<file path="config.mk">
export PLATFORM = sky130hd
export DESIGN_NAME = hub75_scan_driver
export DESIGN_NICKNAME = d
export VERILOG_FILES = /design/src/rtl/hub75_pkg.sv /design/src/rtl/hub75_bcm_timer.sv /design/src/rtl/hub75_scan_driver.sv
export SDC_FILE = /design/constraint.sdc
export NUM_CORES = 1
export LEC_CHECK = 0
export ABC_CLOCK_PERIOD_IN_PS = 4350
export CORE_AREA = 5 5 115 117
export DETAILED_ROUTE_END_ITERATION = 10
export DIE_AREA = 0 0 120 122
export PLACE_DENSITY = 0.62
export SKIP_LAST_GASP = 1
export SYNTH_ARGS = -nofsm -noshare
export SYNTH_HDL_FRONTEND = slang
export SYNTH_HIERARCHICAL = 1
export SYNTH_SLANG_ARGS = --single-unit
export TNS_END_PERCENT = 10
</file>
<file path="constraint.sdc">
create_clock -name clk_in -period 4.35 [get_ports clk_in]
set_input_delay 0.87 -clock clk_in [delete_from_list [all_inputs] [get_ports clk_in]]
set_output_delay 0.87 -clock clk_in [all_outputs]
set_load 0.02 [all_outputs]
</file>
<file path="src/rtl/hub75_pkg.sv">
// Shared types and width helpers for the HUB75 scan driver.
package hub75_pkg;

  typedef enum logic [2:0] {
    IDLE,
    FETCH,
    SHIFT,
    BLANK,
    LATCH,
    DISPLAY
  } state_t;

  localparam int unsigned PIX_BITS = 8;

  // Native framebuffer word layout, upper-half pixel in the high bits
  typedef struct packed {
    logic [PIX_BITS-1:0] r1;
    logic [PIX_BITS-1:0] g1;
    logic [PIX_BITS-1:0] b1;
    logic [PIX_BITS-1:0] r2;
    logic [PIX_BITS-1:0] g2;
    logic [PIX_BITS-1:0] b2;
  } pixel_pair_t;

  // Wide enough to hold the longest plane's on-time, BASE_ON << (BITS-1)
  function automatic int unsigned disp_cnt_w(input int unsigned base_on, input int unsigned bits);
    return $clog2(base_on << (bits - 1)) + 1;
  endfunction

endpackage

</file>
<file path="src/rtl/hub75_bcm_timer.sv">
// BCM on-time timer: counts one DISPLAY period of BASE_ON<<plane cycles.
// With HUB75_BRIGHTNESS_EN defined, OE is only requested for a scaled prefix.
module hub75_bcm_timer
  import hub75_pkg::*;
#(
  parameter int unsigned BASE_ON = 32,
  parameter int unsigned BITS    = 8,
  parameter int unsigned PLANE_W = $clog2(BITS)
) (
  input  logic               clk,
  input  logic               reset,
`ifdef HUB75_BRIGHTNESS_EN
  input  logic [7:0]         brightness,
`endif
  input  logic               load,
  input  logic               run,
  input  logic [PLANE_W-1:0] plane,
  output logic               done,
  output logic               oe_active
);

  localparam int unsigned CNT_W = disp_cnt_w(BASE_ON, BITS);

  logic [CNT_W-1:0] cnt;
  logic [CNT_W-1:0] on_cnt;
  logic [CNT_W-1:0] total;
  logic [CNT_W-1:0] on_cycles;

  assign total = CNT_W'(BASE_ON) << plane;

`ifdef HUB75_BRIGHTNESS_EN
  localparam int unsigned PROD_W = CNT_W + 8;
  logic [PROD_W-1:0] prod;
  assign prod      = PROD_W'(total) * PROD_W'(brightness);
  assign on_cycles = CNT_W'(prod >> 8);
`else
  assign on_cycles = total;
`endif

  // cnt = cycles remaining after this one; on_cnt = OE-low cycles still owed
  always_ff @(posedge clk) begin
    if (reset) begin
      cnt    <= '0;
      on_cnt <= '0;
    end else if (load) begin
      cnt    <= total - CNT_W'(1);
      on_cnt <= on_cycles;
    end else if (run) begin
      if (cnt != '0)    cnt    <= cnt - CNT_W'(1);
      if (on_cnt != '0) on_cnt <= on_cnt - CNT_W'(1);
    end
  end

  assign done = run && (cnt == '0);
  // Lookahead: whether OE should be low in the following cycle
  assign oe_active = load ? (on_cycles != '0) : (on_cnt > CNT_W'(1));

endmodule

</file>
<file path="src/rtl/hub75_scan_driver.sv">
// HUB75 double-scan panel driver: fetch/shift each row, latch, then BCM display.
// Optional HUB75_BRIGHTNESS_EN adds a global brightness input scaling OE time.
module hub75_scan_driver
  import hub75_pkg::*;
#(
  parameter int unsigned COLS      = 64,
  parameter int unsigned ROWS_HALF = 16,
  parameter int unsigned BITS      = 8,
  parameter int unsigned CLK_DIV   = 4,
  parameter int unsigned BASE_ON   = 32,
  parameter int unsigned ADDR_W    = $clog2(ROWS_HALF),
  parameter int unsigned COL_W     = $clog2(COLS)
) (
  input  logic                    clk_in,
  input  logic                    reset,
  input  logic                    enable,
`ifdef HUB75_BRIGHTNESS_EN
  input  logic [7:0]              brightness,
`endif
  output logic                    fb_rd_en,
  output logic [ADDR_W+COL_W-1:0] fb_addr,
  input  logic [6*BITS-1:0]       fb_data,
  output logic [5:0]              hub_rgb,
  output logic                    hub_clk,
  output logic                    hub_lat,
  output logic                    hub_oe_n,
  output logic [ADDR_W-1:0]       hub_addr,
  output logic                    frame_done
);

  localparam int unsigned PLANE_W = $clog2(BITS);
  localparam int unsigned DIV_W   = $clog2(CLK_DIV);
  localparam int unsigned HALF    = CLK_DIV / 2;
  localparam int unsigned IDX_W   = $clog2(6 * BITS);

  state_t             state, state_n;
  logic [COL_W-1:0]   col, col_n;
  logic [ADDR_W-1:0]  row, row_n;
  logic [PLANE_W-1:0] plane, plane_n;
  logic [DIV_W-1:0]   div_cnt, div_n;
  logic               lat_cnt, lat_n;
  logic               tmr_load, tmr_run, tmr_done, tmr_oe;
  logic               frame_end;
  logic               rd_d, clk_d, lat_d;
  logic [5:0]         rgb_sel;

  assign tmr_run = (state == DISPLAY);

  hub75_bcm_timer #(
    .BASE_ON (BASE_ON),
    .BITS    (BITS),
    .PLANE_W (PLANE_W)
  ) u_bcm_timer (
    .clk        (clk_in),
    .reset      (reset),
`ifdef HUB75_BRIGHTNESS_EN
    .brightness (brightness),
`endif
    .load       (tmr_load),
    .run        (tmr_run),
    .plane      (plane),
    .done       (tmr_done),
    .oe_active  (tmr_oe)
  );

  // Current bit-plane of each channel; channel c occupies fb_data[c*BITS +: BITS]
  always_comb begin
    rgb_sel = '0;
    for (int c = 0; c < 6; c++) begin
      rgb_sel[c] = fb_data[IDX_W'(c * BITS) + IDX_W'(plane)];
    end
  end

  // Next-state, counter and registered-output decode
  always_comb begin
    state_n   = state;
    col_n     = col;
    row_n     = row;
    plane_n   = plane;
    div_n     = div_cnt;
    lat_n     = lat_cnt;
    tmr_load  = 1'b0;
    frame_end = 1'b0;

    case (state)
      IDLE: begin
        if (enable) state_n = FETCH;
      end
      FETCH: begin
        state_n = SHIFT;
        div_n   = '0;
      end
      SHIFT: begin
        if (div_cnt == DIV_W'(CLK_DIV - 1)) begin
          div_n = '0;
          if (col == COL_W'(COLS - 1)) begin
            col_n   = '0;
            state_n = BLANK;
          end else begin
            col_n   = col + COL_W'(1);
            state_n = FETCH;
          end
        end else begin
          div_n = div_cnt + DIV_W'(1);
        end
      end
      BLANK: begin
        state_n = LATCH;
        lat_n   = 1'b0;
      end
      LATCH: begin
        if (lat_cnt) begin
          state_n  = DISPLAY;
          tmr_load = 1'b1;
        end else begin
          lat_n = 1'b1;
        end
      end
      DISPLAY: begin
        if (tmr_done) begin
          if (plane == PLANE_W'(BITS - 1)) begin
            plane_n = '0;
            if (row == ADDR_W'(ROWS_HALF - 1)) begin
              row_n     = '0;
              frame_end = 1'b1;
            end else begin
              row_n = row + ADDR_W'(1);
            end
          end else begin
            plane_n = plane + PLANE_W'(1);
          end
          state_n = enable ? FETCH : IDLE;
        end
      end
      default: state_n = IDLE;
    endcase

    rd_d  = (state_n == FETCH);
    clk_d = (state_n == SHIFT) && (div_n >= DIV_W'(HALF));
    lat_d = (state_n == LATCH);
  end

  // Pins are registered from the next-state decode so they line up with the state
  always_ff @(posedge clk_in) begin
    if (reset) begin
      state      <= IDLE;
      col        <= '0;
      row        <= '0;
      plane      <= '0;
      div_cnt    <= '0;
      lat_cnt    <= 1'b0;
      fb_rd_en   <= 1'b0;
      fb_addr    <= '0;
      hub_rgb    <= '0;
      hub_clk    <= 1'b0;
      hub_lat    <= 1'b0;
      hub_oe_n   <= 1'b1;
      hub_addr   <= '0;
      frame_done <= 1'b0;
    end else begin
      state      <= state_n;
      col        <= col_n;
      row        <= row_n;
      plane      <= plane_n;
      div_cnt    <= div_n;
      lat_cnt    <= lat_n;
      fb_rd_en   <= rd_d;
      fb_addr    <= {row_n, col_n};
      if ((state == SHIFT) && (div_cnt == '0)) hub_rgb <= rgb_sel;
      hub_clk    <= clk_d;
      hub_lat    <= lat_d;
      hub_oe_n   <= !((state_n == DISPLAY) && tmr_oe);
      if (state == BLANK) hub_addr <= row;
      frame_done <= frame_end;
    end
  end

endmodule

</file>
* Word level (Yosys, flattened, before mapping)
Cells that the tools add are included.
Word-level totals: bits in registers 70, bits of input ports 51, output and inout port bits 25, logic and storage cells 112
Cells by class: bitwise logic cells 3, shifts and indexed selects 1, muxes and demuxes 40, add/sub/neg operators 12, eq/ne operators 13, magnitude comparators 8, reduce and logical (&&, ||, !) cells 19
Operators by type and width (count):
- $mux 13 | 6
- $reduce_bool 13->1 | 3
- $sub 13x1->13 const B | 3
- $bmux 1 s6 | 5
- $lt 6x7->1 const B | 4
- $mux 6 | 3
- $pmux 3 s6 | 1
- $mux 4 | 4
- $eq 3x3->1 const B | 5
- $mux 3 | 5
- $gt 13x1->1 const B | 1
- $logic_not 13->1 | 1
- $shl 6x3->13 const A | 1
- $add 5x3->6 const A | 2
- $add 6x3->6 const A | 2
- $mux 1 | 11
- $eq 3x2->1 const B | 3
- $reduce_bool 2->1 | 4
- $lt 3x7->1 const B | 1
- $lt 5x7->1 const B | 1
- $add 6x1->6 const B | 1
- $eq 3x1->1 const B | 2
- $eq 6x6->1 const B | 1
- $reduce_and 2->1 | 3
- 17 further kinds | 23

* Logic depth before layout (Yosys ltp)
Gate-level depths: netlist (run 1).
word-level depth 7, gate-level depth with buffers 11, gate-level depth less buffers 10

* Modules after synthesis
Netlist (run 1), hierarchy kept.
Modules (own cells, without submodules):
- hub75_scan_driver | instances 1, cells an instance 186, area each 1876.8 µm²
- hub75_bcm_timer | instances 1, cells an instance 215, area each 1664.1 µm²

* Worst setup path before layout (run 1)
OpenSTA, ideal clock, no wires.
kind register to register, start register state[2], end register u_bcm_timer.cnt[10], data arrival time 2386 ps, cell stages (with the launch flop) 12, library setup time 132 ps, period minus slack after synthesis 2518 ps, setup slack 1832 ps, path through dfxtp_1 -> nor2b_1 -> nand2_1 -> nor2_1 -> clkinv_1 -> clkbuf_1 -> nand2_1 -> ha_1 -> o221ai_2 -> or4_1 -> nand3_1 -> a21oi_1
Between the ends: cells in the longest elaborated chain, start to end 4, elaborated cells on any way between the ends 7, classes of those cells eq/ne: 2; mux: 2; reduce/logical: 3
Ends and longest elaborated chain:
- start, declared | RTL line hub75_scan_driver.sv:36 | state_t state, state_n;
- start signal, assigned | RTL line hub75_scan_driver.sv:161 | state <= state_n;
- $eq 3x3->1 (*) | RTL line hub75_scan_driver.sv:85 | case (state)
- $mux 1 (*) | RTL line hub75_scan_driver.sv:85
- named net tmr_load | RTL line hub75_scan_driver.sv:42 | logic tmr_load, tmr_run, tmr_done, tmr_oe;
- $reduce_bool 2->1 (no line)
- $reduce_and 2->1 (no line)
- end signal, assigned | RTL line hub75_bcm_timer.sv:46 | cnt <= total - CNT_W'(1);
- end signal, assigned | RTL line hub75_bcm_timer.sv:49 | if (cnt != '0) cnt <= cnt - CNT_W'(1);
- end, declared | RTL line hub75_bcm_timer.sv:24 | logic [CNT_W-1:0] cnt;
Mark *: on every way through the listed nets, which the timed path passes. The rest lies on a longest branch. A chain may end at the register's enable or synchronous reset.

* Worst setup path in the final report (run 1)
Ends and elaborated chain as after synthesis.

==> results of run 1 <==
cells in the final DEF (no fill, tap or decap), types with 3 or more instances in the layout:
cell,synthesis,final
a211oi_1,4,4
a21oi_1,21,21
a22oi_1,4,4
a31oi_1,5,5
a41oi_1,3,3
buf_4,3,6
clkbuf_16,0,9
clkdlybuf4s50_1,0,74
dfxtp_1,60,60
ha_1,10,10
inv_1,8,8
mux2i_1,6,6
mux4_2,12,12
nand2_1,36,36
nand2b_1,6,6
nand3_1,17,17
nand3b_1,6,6
nand4_1,3,3
nor2_1,41,41
nor2b_1,3,3
nor3_1,18,18
nor3b_1,5,5
nor4_1,6,6
o211ai_1,5,5
o21ai_0,17,17
o22ai_1,10,10
o311ai_0,4,4
or2_2,4,4
or3_1,4,4
xnor2_1,6,6
xor2_1,6,6
worst register-to-register path, cell delays in order, from the launching register on:
cell and delay (ns):
dfxtp_1 0.56, nor2b_1 0.27, nand2_1 0.08, nor2_1 0.13, clkinv_1 0.42, nand2_1 0.21, ha_1 0.26, o221ai_2 0.19
or4_1 0.56, nand3_1 0.09, a21oi_1 0.07
power breakdown:
part | internal, mW | total (mW) | switching (mW) | leakage, nW
sequential | 0.561 | 0.577 | 0.0154 | 0.485
combinational | 0.0833 | 0.139 | 0.0561 | 1.05
clock | 0.445 | 0.706 | 0.261 | 0.142
total | 1.09 | 1.42 | 0.333 | 1.68
cell families after synthesis:
family | after synthesis | synth area share [%]
buffers and inverters | 33 | 4.63
multiplexers | 18 | 9.33
adder cells (fa/ha/maj) | 10 | 3.53
AND/OR/NAND/NOR | 169 | 26.3
flip-flops | 60 | 33.9
XOR/XNOR | 12 | 2.97
AO/OA/AOI/OAI | 99 | 19.3
through the flow:
step	area [µm²]	instances	util (%)	setup WS, ns	total power [mW]
after floorplan	3540	401	-	1.83	0.656
after global placement	4390	609	35.8	1.59	0.725
after detailed placement	4390	609	35.8	1.50	0.728
after CTS	4690	625	38.3	1.47	1.44
after global routing	4690	625	38.3	1.12	1.48
final	4690	625	38.3	1.40	1.42
worst paths after layout:
check                                from                                to  cells after the start
hold reg to reg   hub_rgb[1]$_SDFFE_PP0P_           hub_rgb[1]$_SDFFE_PP0P_                      2
hold / removal    hub_rgb[1]$_SDFFE_PP0P_           hub_rgb[1]$_SDFFE_PP0P_                      2
setup reg to reg      state[2]$_SDFF_PP0_  u_bcm_timer/cnt[10]$_SDFFE_PP0P_                     10
setup / recovery      state[2]$_SDFF_PP0_  u_bcm_timer/cnt[10]$_SDFFE_PP0P_                     10
registers in the layout (all words and copies together) (netlist names), named ones only:
| name | flops |
|---|---|
| div_cnt | 1 |
| fb_addr | 10 |
| fb_rd_en | 1 |
| frame_done | 1 |
| hub_addr | 4 |
| hub_clk | 1 |
| hub_lat | 1 |
| hub_oe_n | 1 |
| hub_rgb | 6 |
| lat_cnt | 1 |
| plane | 3 |
| state | 3 |
| u_bcm_timer/cnt | 13 |
| u_bcm_timer/on_cnt | 13 |
routing by layer:
| metal | GRT usage (%) | part of all wire [%] |
|---|---|---|
| met1 | 16.7 | 43 |
| met3 | 3.44 | 5.0 |
| met4 | 4.15 | 1.7 |
| met2 | 23.3 | 51 |
| met5 | 0 | 0 |
area by class of cell:
class / instances / area, µm²
Clock buffer: 9 / 225
Timing Repair Buffer: 81 / 791
Sequential cell: 60 / 1200
Clock inverter: 7 / 76.3
Multi-Input combinational cell: 308 / 2180
Tap cell: 150 / 188
Fill cell: 1197 / 7570
Inverter: 10 / 37.5
==> results.py, run 1 <==
metrics = {
    "outcome": {
        "outcome": "complete, no violations",
    },
    "timing": {
        "hold_slack_ns": 0.488,
        "tightest_slew_ns": 0.991,
        "tns_ns": 0,
        "fin_crit_sh_pct": 67.8,
        "setup_violations": 0,
        "maxSlewViolCount": 0,
        "finalHoldViolations": 0,
        "slew_headroom_pct": 33.3,
        "skew_ns": 0.00659,
        "rsz0062_at_grt": "no",
        "max_freq_ghz": 0.339,
        "finalCriticalPeriod_ns": 2.95,
    },
    "worst_setup_path": {
        "path_max_fanout": 19,
        "critical_path_class": "reg2reg",
        "cp_slowest_stage_delay_ns": 0.56,
        "crit_path_start_kind": "flip-flop",
        "cp_common_cell": "nand2_1",
        "end_kind": "flip-flop",
        "crit_family": "simple AND/OR/NAND/NOR gates",
        "critical_path_required_ns": 4.56,
        "ff2ff_setup_slack_ns": 1.40,
        "cp_slowest_cell": "dfxtp_1",
        "path_buf_inv": 1,
        "crit_chain": "nor2b_1, nand2_1, nor2_1, clkinv_1, nand2_1, ha_1, o221ai_2, or4_1, nand3_1, a21oi_1",
        "cp_data_arrival_time_ns": 3.16,
    },
    "clock_network": {
        "clock_path_buffers": 2,
        "cts.repair.resized": 0,
        "path_clk_slew_ns": 0.06,
        "clk_latency_ns": 0.33,
        "cts_tree": "built",
        "post_cts_buffers": 0,
        "cts_sinks": 60,
        "hold_buffers": 0,
        "cts_htree_levels": 3,
        "cts_root_buffer": "clkbuf_16",
        "tritoncts.num_buffers": 9,
    },
    "power": {
        "leakagePower_nw": 1.68,
        "cellPowerDensity_mw_per_mm2": 303,
        "ir_drop_mv": 0.164,
    },
    "yosys": {
        "ys_ff_latch": 60,
        "ys_warn_count": 6,
        "synth_top_area_share_pct": 33.9,
        "post-synth-top-count-cell": "dfxtp_1",
        "avgSynthCellArea_um2": 8.83,
        "synth_ff_type": "dfxtp_1",
        "synth_edf_count": 0,
        "synthCells": 401,
        "yosysTopAreaCell": "dfxtp_1",
        "yosysUniqueCellTypes": 71,
        "synth_common_cells": "dfxtp_1, nor2_1, nand2_1",
        "async_flop_share_pct": 0,
        "netlist_area_mm2": 0.00354,
        "seq_area_frac_synth_pct": 33.9,
        "synth_nets": 462,
        "synth_area_leaders": "dfxtp_1, mux4_2, nor2_1",
    },
    "global_route": {
        "grt.total_usage_pct": 13.5,
        "grt_pass1_wl_um": 16200,
        "grt_max_degree": 37,
        "grt_overflow": 0,
        "antenna_found_initial": 0,
        "grt_pass1_vias": 3329,
    },
    "route": {
        "drt_wl_total_um": 9660,
        "drt-initial-drc-count": 184,
        "vias": 3406,
        "antenna_left": 0,
        "avgViaCountPerCell": 5.45,
        "drt-wirelength-per-cell_um": 15.5,
        "drt_pass1_iterations": 5,
        "drc": 0,
    },
    "floorplanning": {
        "ioPinCount": 76,
        "dieArea_mm2": 0.0146,
        "core_mm2": 0.0123,
        "rows": 41,
        "die_w_um": 120,
        "die_h_um": 122,
        "start_util_pct": 28.9,
    },
    "placement": {
        "place_congestion": 0.898,
        "hpwlAfterDp_um": 7200,
        "port_buffers": 75,
    },
    "hold_path": {
        "min_path_type": "reg2reg",
    },
    "cells_and_area": {
        "syn_to_final_growth_pct": 32.6,
        "antenna_cells": 0,
        "layout-drive-gt1-share_pct": 12.0,
        "fin_nets": 531,
    },
    "job": {
        "maxCapViolCount": 0,
    },
}
(Power assumes the default switching activity.)
==> run 2, diff against run 1 <==
--- a/config.mk
+++ b/config.mk
@@ -5,11 +5,11 @@
 export SDC_FILE = /design/constraint.sdc
 export NUM_CORES = 1
 export LEC_CHECK = 0
-export ABC_CLOCK_PERIOD_IN_PS = 4350
+export ABC_CLOCK_PERIOD_IN_PS = 2370
 export CORE_AREA = 5 5 115 117
 export DETAILED_ROUTE_END_ITERATION = 10
 export DIE_AREA = 0 0 120 122
-export PLACE_DENSITY = 0.62
+export PLACE_DENSITY = 0.64
 export SKIP_LAST_GASP = 1
 export SYNTH_ARGS = -nofsm -noshare
 export SYNTH_HDL_FRONTEND = slang
==> constraint.sdc (replaced) <==
create_clock -name clk_in -period 2.37 [get_ports clk_in]
set_input_delay 0.474 -clock clk_in [delete_from_list [all_inputs] [get_ports clk_in]]
set_output_delay 0.474 -clock clk_in [all_outputs]
set_load 0.02 [all_outputs]
==> run 2 against run 1 <==
  * Clock-buffer cell count rose by 2
  * Wire length increased by 4.0%
  * Register-to-register slack worse by 1.2 ns
  * Critical path depth did not move
  * Setup slack got worse by 1.2 ns
  * Critical path type unchanged
  * Critical endpoint unchanged
  * Largest cell class unchanged
  * Highest routed layer unchanged
==> results.py, run 2 (synthesis results as in run 1) <==
metrics = {
    "floorplanning": {
        "start_util_pct": 28.9,
        "core_mm2": 0.0123,
        "rows": 41,
        "ioPinCount": 76,
        "dieArea_mm2": 0.0146,
        "die_w_um": 120,
        "die_h_um": 122,
    },
    "timing": {
        "maxSlewViolCount": 0,
        "finalCriticalPeriod_ns": 2.20,
        "fin_crit_sh_pct": 92.7,
        "finalHoldViolations": 0,
        "setup_violations": 0,
        "max_freq_ghz": 0.455,
        "skew_ns": 0.0112,
        "slew_headroom_pct": 61.9,
        "tightest_slew_ns": 0.571,
        "setup_ws_ns": 0.173,
        "rsz0062_at_grt": "no",
        "tns_ns": 0,
    },
    "outcome": {
        "outcome": "complete, no violations",
    },
    "hold_path": {
        "min_path_type": "reg2reg",
    },
    "clock_network": {
        "clk_latency_ns": 0.33,
        "cts_htree_levels": 3,
        "hold_buffers": 0,
        "path_clk_slew_ns": 0.05,
        "tritoncts.num_buffers": 9,
        "cts_sinks": 60,
        "cts.repair.resized": 0,
        "clock_path_buffers": 2,
        "cts_root_buffer": "clkbuf_16",
        "cts_tree": "built",
        "post_cts_buffers": 0,
    },
    "cells_and_area": {
        "multi_input_area_mm2": 0.00218,
        "syn_to_final_growth_pct": 37.4,
        "reg_top3": "u_bcm_timer/cnt x13, u_bcm_timer/on_cnt x13, fb_addr x10",
        "final_util_pct": 39.7,
        "fin_nets": 549,
        "seqCellArea_mm2": 0.00120,
        "mostFrequentLayoutCell": "clkdlybuf4s50_1",
        "layout-drive-gt1-share_pct": 15.6,
        "antenna_cells": 0,
        "mostFrequentLayoutCells": "clkdlybuf4s50_1, dfxtp_1, nor2_1",
        "fill_cells": 1211,
    },
    "worst_setup_path": {
        "cp_common_cell": "nand2_1",
        "path_buf_inv": 1,
        "cp_data_arrival_time_ns": 2.38,
        "path_max_fanout": 9,
        "critical_path_class": "reg2reg",
        "crit_chain": "nor2b_2, nand2_1, nor2_2, clkinv_2, nand2_1, ha_1, o221ai_2, or4_1, nand3_1, a21oi_1",
        "crit_family": "simple AND/OR/NAND/NOR gates",
        "cp_slowest_stage_delay_ns": 0.55,
        "critical_path_required_ns": 2.55,
        "cp_slowest_cell": "or4_1",
        "end_kind": "flip-flop",
        "crit_path_start_kind": "flip-flop",
    },
    "route": {
        "vias": 3378,
        "avgViaCountPerCell": 5.25,
        "antenna_left": 0,
        "drc": 0,
        "drt-initial-drc-count": 102,
        "drt-wirelength-per-cell_um": 15.6,
        "drt_wl_total_um": 10000,
        "drt_pass1_iterations": 4,
    },
    "global_route": {
        "grt_pass1_wl_um": 17000,
        "grt_util_met2_pct": 25.0,
        "grt_overflow": 0,
        "antenna_found_initial": 0,
        "grt-busiest-layer": "met2",
        "gr-usage-met1_pct": 17.6,
        "grt_pass1_vias": 3468,
        "use_met3_pct": 2.97,
        "grt.total_usage_pct": 14.2,
        "grt_max_degree": 30,
    },
    "power": {
        "leakagePower_nw": 1.79,
        "cellPowerDensity_mw_per_mm2": 560,
        "ir_drop_mv": 0.346,
    },
    "placement": {
        "hpwlAfterDp_um": 7630,
        "place_congestion": 0.870,
        "port_buffers": 75,
        "place_ws_ns": 0.141,
    },
    "job": {
        "maxCapViolCount": 0,
    },
}
-- run 2: cell count changes in the layout (fill, tap and decap cells not counted), sizes merged --
| cell | previous run | this run |
|---|---|---|
| bufinv | 1 | 2 |
| clkbuf | 9 | 11 |
| buf | 7 | 25 |
| inv | 10 | 9 |
| clkinvlp | 2 | 0 |
-- run 2: layer usage --
metal,vias up,routed length (µm)
met2,63,5250
met1,1628,4350
met5,-,0
met4,0,130
met3,12,304
li1,1675,-
-- run 2: power breakdown --
| part | internal [mW] | switching (mW) | leakage, nW |
|---|---|---|---|
| registers | 1.03 | 0.0165 | 0.485 |
| clock network | 0.943 | 0.454 | 0.159 |
| logic | 0.160 | 0.120 | 1.15 |
-- run 2: layout make-up --
type                    instances  area share, %
clock buffers                  11           4.99
well taps                     150           3.86
multi-input cells             308           44.8
repair buffers                 99           19.3
inverters                      10          0.797
flip-flops and latches         60           24.7
clock inverters                 5           1.54
-- run 2: worst paths after layout --
kind                                                from                          endpoint  slack [ns]  depth (start not counted)
worst max register to register       state[2]$_SDFF_PP0_  u_bcm_timer/cnt[10]$_SDFFE_PP0P_        0.17                         10
worst max-delay path                 state[2]$_SDFF_PP0_  u_bcm_timer/cnt[10]$_SDFFE_PP0P_        0.17                         10
worst min register to register  hub_addr[0]$_SDFFE_PP0P_          hub_addr[0]$_SDFFE_PP0P_        0.49                          2
worst min-delay path            hub_addr[0]$_SDFFE_PP0P_          hub_addr[0]$_SDFFE_PP0P_        0.49                          2
-- run 2: worst min-delay path: stages, from the launching register on --
cell and delay (ns):
dfxtp_1 0.32, mux2i_1 0.07, nor2_1 0.07
-- run 2: stage by stage --
stage               hold WS (ns)  instance area (µm²)  power [mW]  instances
finish                     0.490                 4860        2.72        643
CTS                        0.495                 4860        2.75        643
floorplan                  0.452                 3540        1.20        401
global route               0.519                 4860        2.82        643
detailed placement         0.484                 4540        1.35        627
global placement           0.479                 4540        1.34        627
==> variant 1, RTL diff (settings of run 2) <==
Set the parameter `COLS` to 128 (it was 64).
--- a/src/rtl/hub75_scan_driver.sv
+++ b/src/rtl/hub75_scan_driver.sv
@@ -3,7 +3,7 @@
 module hub75_scan_driver
   import hub75_pkg::*;
 #(
-  parameter int unsigned COLS      = 64,
+  parameter int unsigned COLS      = 128,
   parameter int unsigned ROWS_HALF = 16,
   parameter int unsigned BITS      = 8,
   parameter int unsigned CLK_DIV   = 4,
Interface: changed (resized fb_addr); port bits go from 76 to 77. The function was not compared with the original's and may differ.
==> variant 1 against run 2 <==
- setup slack got worse by 0.037 ns
- total power decreased by 1.7%
- area after synthesis down 0.39%
- sequential cell count is 1 higher
- routed wire length is 0.48% lower
- design area stayed put
- maximum frequency is 1.7% lower
- largest cell class unchanged
==> variant 1: results (changes against run 2) <==
Status
  – Outcome: completed

Hold path
  – HP Start: lat_cnt

Finish
  – Clock buffers: 12 (+1)
  – Non-CTS inverters: 9 (-1)
  – Clk cell area share: 0.0635 (-0.00180)
  – Largest regs: u_bcm_timer/cnt (13), u_bcm_timer/on_cnt (13), fb_addr (11)
  – Multi-input comb cells: 311 (+0.97%)
  – Signal buffers: 100 (+1.0%)

Timing
  – Final hold slack: 0.487 ns (-0.00319 ns)
  – Least-Margin Pin Slew: 0.537 ns (-0.0343 ns)
  – Layout Skew: 0.00699 ns (-0.00423 ns)

Drt
  – 1st-pass router iterations: 5 (+1)
  – Final WL: 9990 um (-0.48%)
  – DR iter-0 viols: 171 (+68%)

Global route
  – Largest net degree at the start of global routing: 21 (-30%)
  – Total track usage: 0.138 (-0.00474)
  – GR Util met3: 0.0288 (-0.000929)
  – Met2 usage: 0.226 (-0.0242)
  – First-pass GRT wire length: 16600 um (-2.2%)

Power
  – Pleak: 1.78 nW (-0.78%)
  – NetSw: 0.572 mW (-3.3%)

Synthesis
  – Synth top area cells: dfxtp_1, mux4_2, nand2_1
  – XOR/XNOR share of the synthesized area: 0.0323 (+0.00260)
  – Cells after Synth: 404 (+0.75%)
  – Yosys cell types: 69 (-2.8%)
  – Post-synthesis sequential area ratio: 0.346 (+0.00700)
  – Mapped Nets: 465 (+0.65%)
  – Top cells by count, synth: dfxtp_1, nand2_1, nor2_1

Placed design
  – Port Buffers: 76 (+1.3%)
  – Placed cell count: 631 (+0.64%)
  – Post-DP Area: 4540 um^2 (about the same)

Worst setup path
  – Cell depth of the worst flop-to-flop path: 9 (-1)
  – Reg2reg setup slack: 0.14 ns (-0.04 ns)
  – R2R Path Start: state[1]
variant 1: cell types whose count changed after synthesis, moves of 3 or more:
cell and change:
a22oi_1 -4, nand3b_1 -3, nor3_1 +3, a21oi_1 +6
nand2_1 +4, o21ai_0 +4, nor2_1 -3
variant 1: metal layers:
metal,part of all wire,wire length [um]
met5,0,0
met2,0.50,5010
met4,0.022,221
met3,0.044,442
met1,0.43,4320
variant 1: power by group through the flow:
stage	clock [mW]	combinational, mW	sequential [mW]
6_report	1.38	0.241	1.06
2_1_floorplan	0	0.0959	1.09
5_1_grt	1.46	0.260	1.06
3_3_place_gp	0	0.236	1.08
4_1_cts	1.41	0.242	1.06
3_5_place_dp	0	0.241	1.08
variant 1: through the flow:
step           total power [mW]  setup slack, ns   util
2_1_floorplan              1.18           0.0342      -
3_3_place_gp               1.31            0.130  0.371
3_5_place_dp               1.32           0.0601  0.371
4_1_cts                    2.71           0.0411  0.396
5_1_grt                    2.78          -0.0243  0.397
6_report                   2.68            0.136  0.397
==> variant 2, RTL diff (flow settings as in run 2) <==
Made on the original files. Take the reset off `fb_addr` and load it in a clocked block of its own.
--- a/src/rtl/hub75_scan_driver.sv
+++ b/src/rtl/hub75_scan_driver.sv
@@ -150,7 +150,6 @@
       div_cnt    <= '0;
       lat_cnt    <= 1'b0;
       fb_rd_en   <= 1'b0;
-      fb_addr    <= '0;
       hub_rgb    <= '0;
       hub_clk    <= 1'b0;
       hub_lat    <= 1'b0;
@@ -165,7 +164,6 @@
       div_cnt    <= div_n;
       lat_cnt    <= lat_n;
       fb_rd_en   <= rd_d;
-      fb_addr    <= {row_n, col_n};
       if ((state == SHIFT) && (div_cnt == '0)) hub_rgb <= rgb_sel;
       hub_clk    <= clk_d;
       hub_lat    <= lat_d;
@@ -175,5 +173,9 @@
     end
   end
 
+  always_ff @(posedge clk_in) begin
+    fb_addr <= {row_n, col_n};
+  end
+
 endmodule
 
Check against the original RTL: differs if reset is asserted again (counterexample within 10 cycles, from zero or initial values and one cycle with reset high); with reset held inactive, the same outputs for 10 cycles.
==> variant 2 against run 2 <==
- design area rose by 4.6%
- via count rose by 4.1%
- routed wire length decreased by 2.6%
- highest routed layer unchanged
- critical endpoint unchanged
- total power grew 7.9%
- first-iteration DRC count is 120% higher
- sequential cell count up 10
- area after synthesis increased by 5.4%
- setup slack better by 0.038 ns
==> variant 2: results (changes against run 2) <==
Synthesis
  – Post-synthesis adder-cell area fraction: 0.0335 (-0.00181)
  – Multiplexer area fraction after synthesis: 0.0949 (+0.00158)
  – Mapped Area: 3730 um^2 (+5.4%)
  – Synth Area in Compound Gates: 0.181 (-0.0123)
  – XOR/XNOR share of the synthesized area: 0.0258 (-0.00387)
  – Post-synthesis sequential area ratio: 0.375 (+0.0362)
  – Synth top area cells: dfxtp_1, mux4_2, nor2_1

Finish
  – Buffer share of cell area: 0.185 (-0.00751)
  – Final #Nets: 561 (+2.2%)
  – Signal buffers: 98 (-1.0%)
  – Clk cell area share: 0.0647 (-0.000662)
  – Clock buffers: 9 (-2)
  – Sequential cell area share: 0.275 (+0.0285)
  – Share of layout cells above drive strength 1: 0.147 (-0.00965)
  – Non-CTS inverters: 13 (+3)
  – Fin util: 0.415 (+0.0183)

Global route
  – Number of global-route vias before repair: 3495 (+0.78%)
  – Largest net degree at the start of global routing: 37 (+23%)
  – First-pass GRT wire length: 16300 um (-3.8%)
  – Total track usage: 0.135 (-0.00743)

Drt
  – Wire length per cell: 14.9 um (-4.4%)
  – Vias per cell: 5.37 (+2.1%)
  – Met2 wire length: 4770 um (-9.2%)
  – 1st-pass router iterations: 5 (+1)
  – Final WL: 9770 um (-2.6%)
  – Met3 wire length: 607 um (+100%)
  – DR iter-0 viols: 223 (+120%)

Status
  – Outcome: completed

Timing
  – Layout Skew: 0.00615 ns (-0.00508 ns)
  – Least-Margin Pin Slew: 0.503 ns (-0.0683 ns)
  – Min Tclk post-route: 2.16 ns (-0.0383 ns)

Power
  – Worst VDD drop: 0.000360 V (+4.0%)
  – Clock network power: 1.48 mW (+6%)
  – Pleak: 1.87 nW (+4.6%)
  – Power share of the clock group: 0.502 (-0.011)
  – Sequential Power Share: 0.410 (+0.026)

CTS
  – Clk sinks: 70 (+17%)

Hold path
  – HP Start: lat_cnt
  – Hold Path End: lat_cnt

Worst setup path
  – CP max stage delay: 0.57 ns (+0.02 ns)
  – Setup crit start: state[0]
  – Largest fanout on the critical path: 17 (+8)

Placed design
  – Routability Congestion: 0.859 (-1.3%)
  – Post-DP Area: 4740 um^2 (+4.4%)
  – Pre-CTS WS: 0.0751 ns (-0.0664 ns)
-- variant 2: changes by cell type in the layout (fill, tap and decap cells not counted), moves of 4 or more --
cell | run 2 | this run
nor2_1 | 40 | 36
dfxtp_1 | 60 | 70
nand2_1 | 36 | 32
nor2b_1 | 2 | 13
-- variant 2: routing by layer --
metal,global-route usage,vias up
met1,0.158,1664
met2,0.235,113
met5,0,-
li1,-,1719
met3,0.0427,19
met4,0.0437,0
-- variant 2: logic make-up (layout without fill, tap and decap cells) --
kind of cell    count (synthesis)  in the layout
compound gates                 99             99
xor+xnor                       11             11
fa+ha+maj                      10             10
buf+inv                        34            127
flops                          70             70
mux                            20             20
simple gates                  168            168
-- variant 2: worst register-to-register path: stages, from the launching register on --
cell and delay (ns):
dfxtp_1 0.33, inv_1 0.10, nand3_1 0.14, inv_2 0.06, buf_4 0.20, nand2b_1 0.28, o221ai_2 0.21, or4_1 0.57
nand3_1 0.10, a21oi_1 0.06
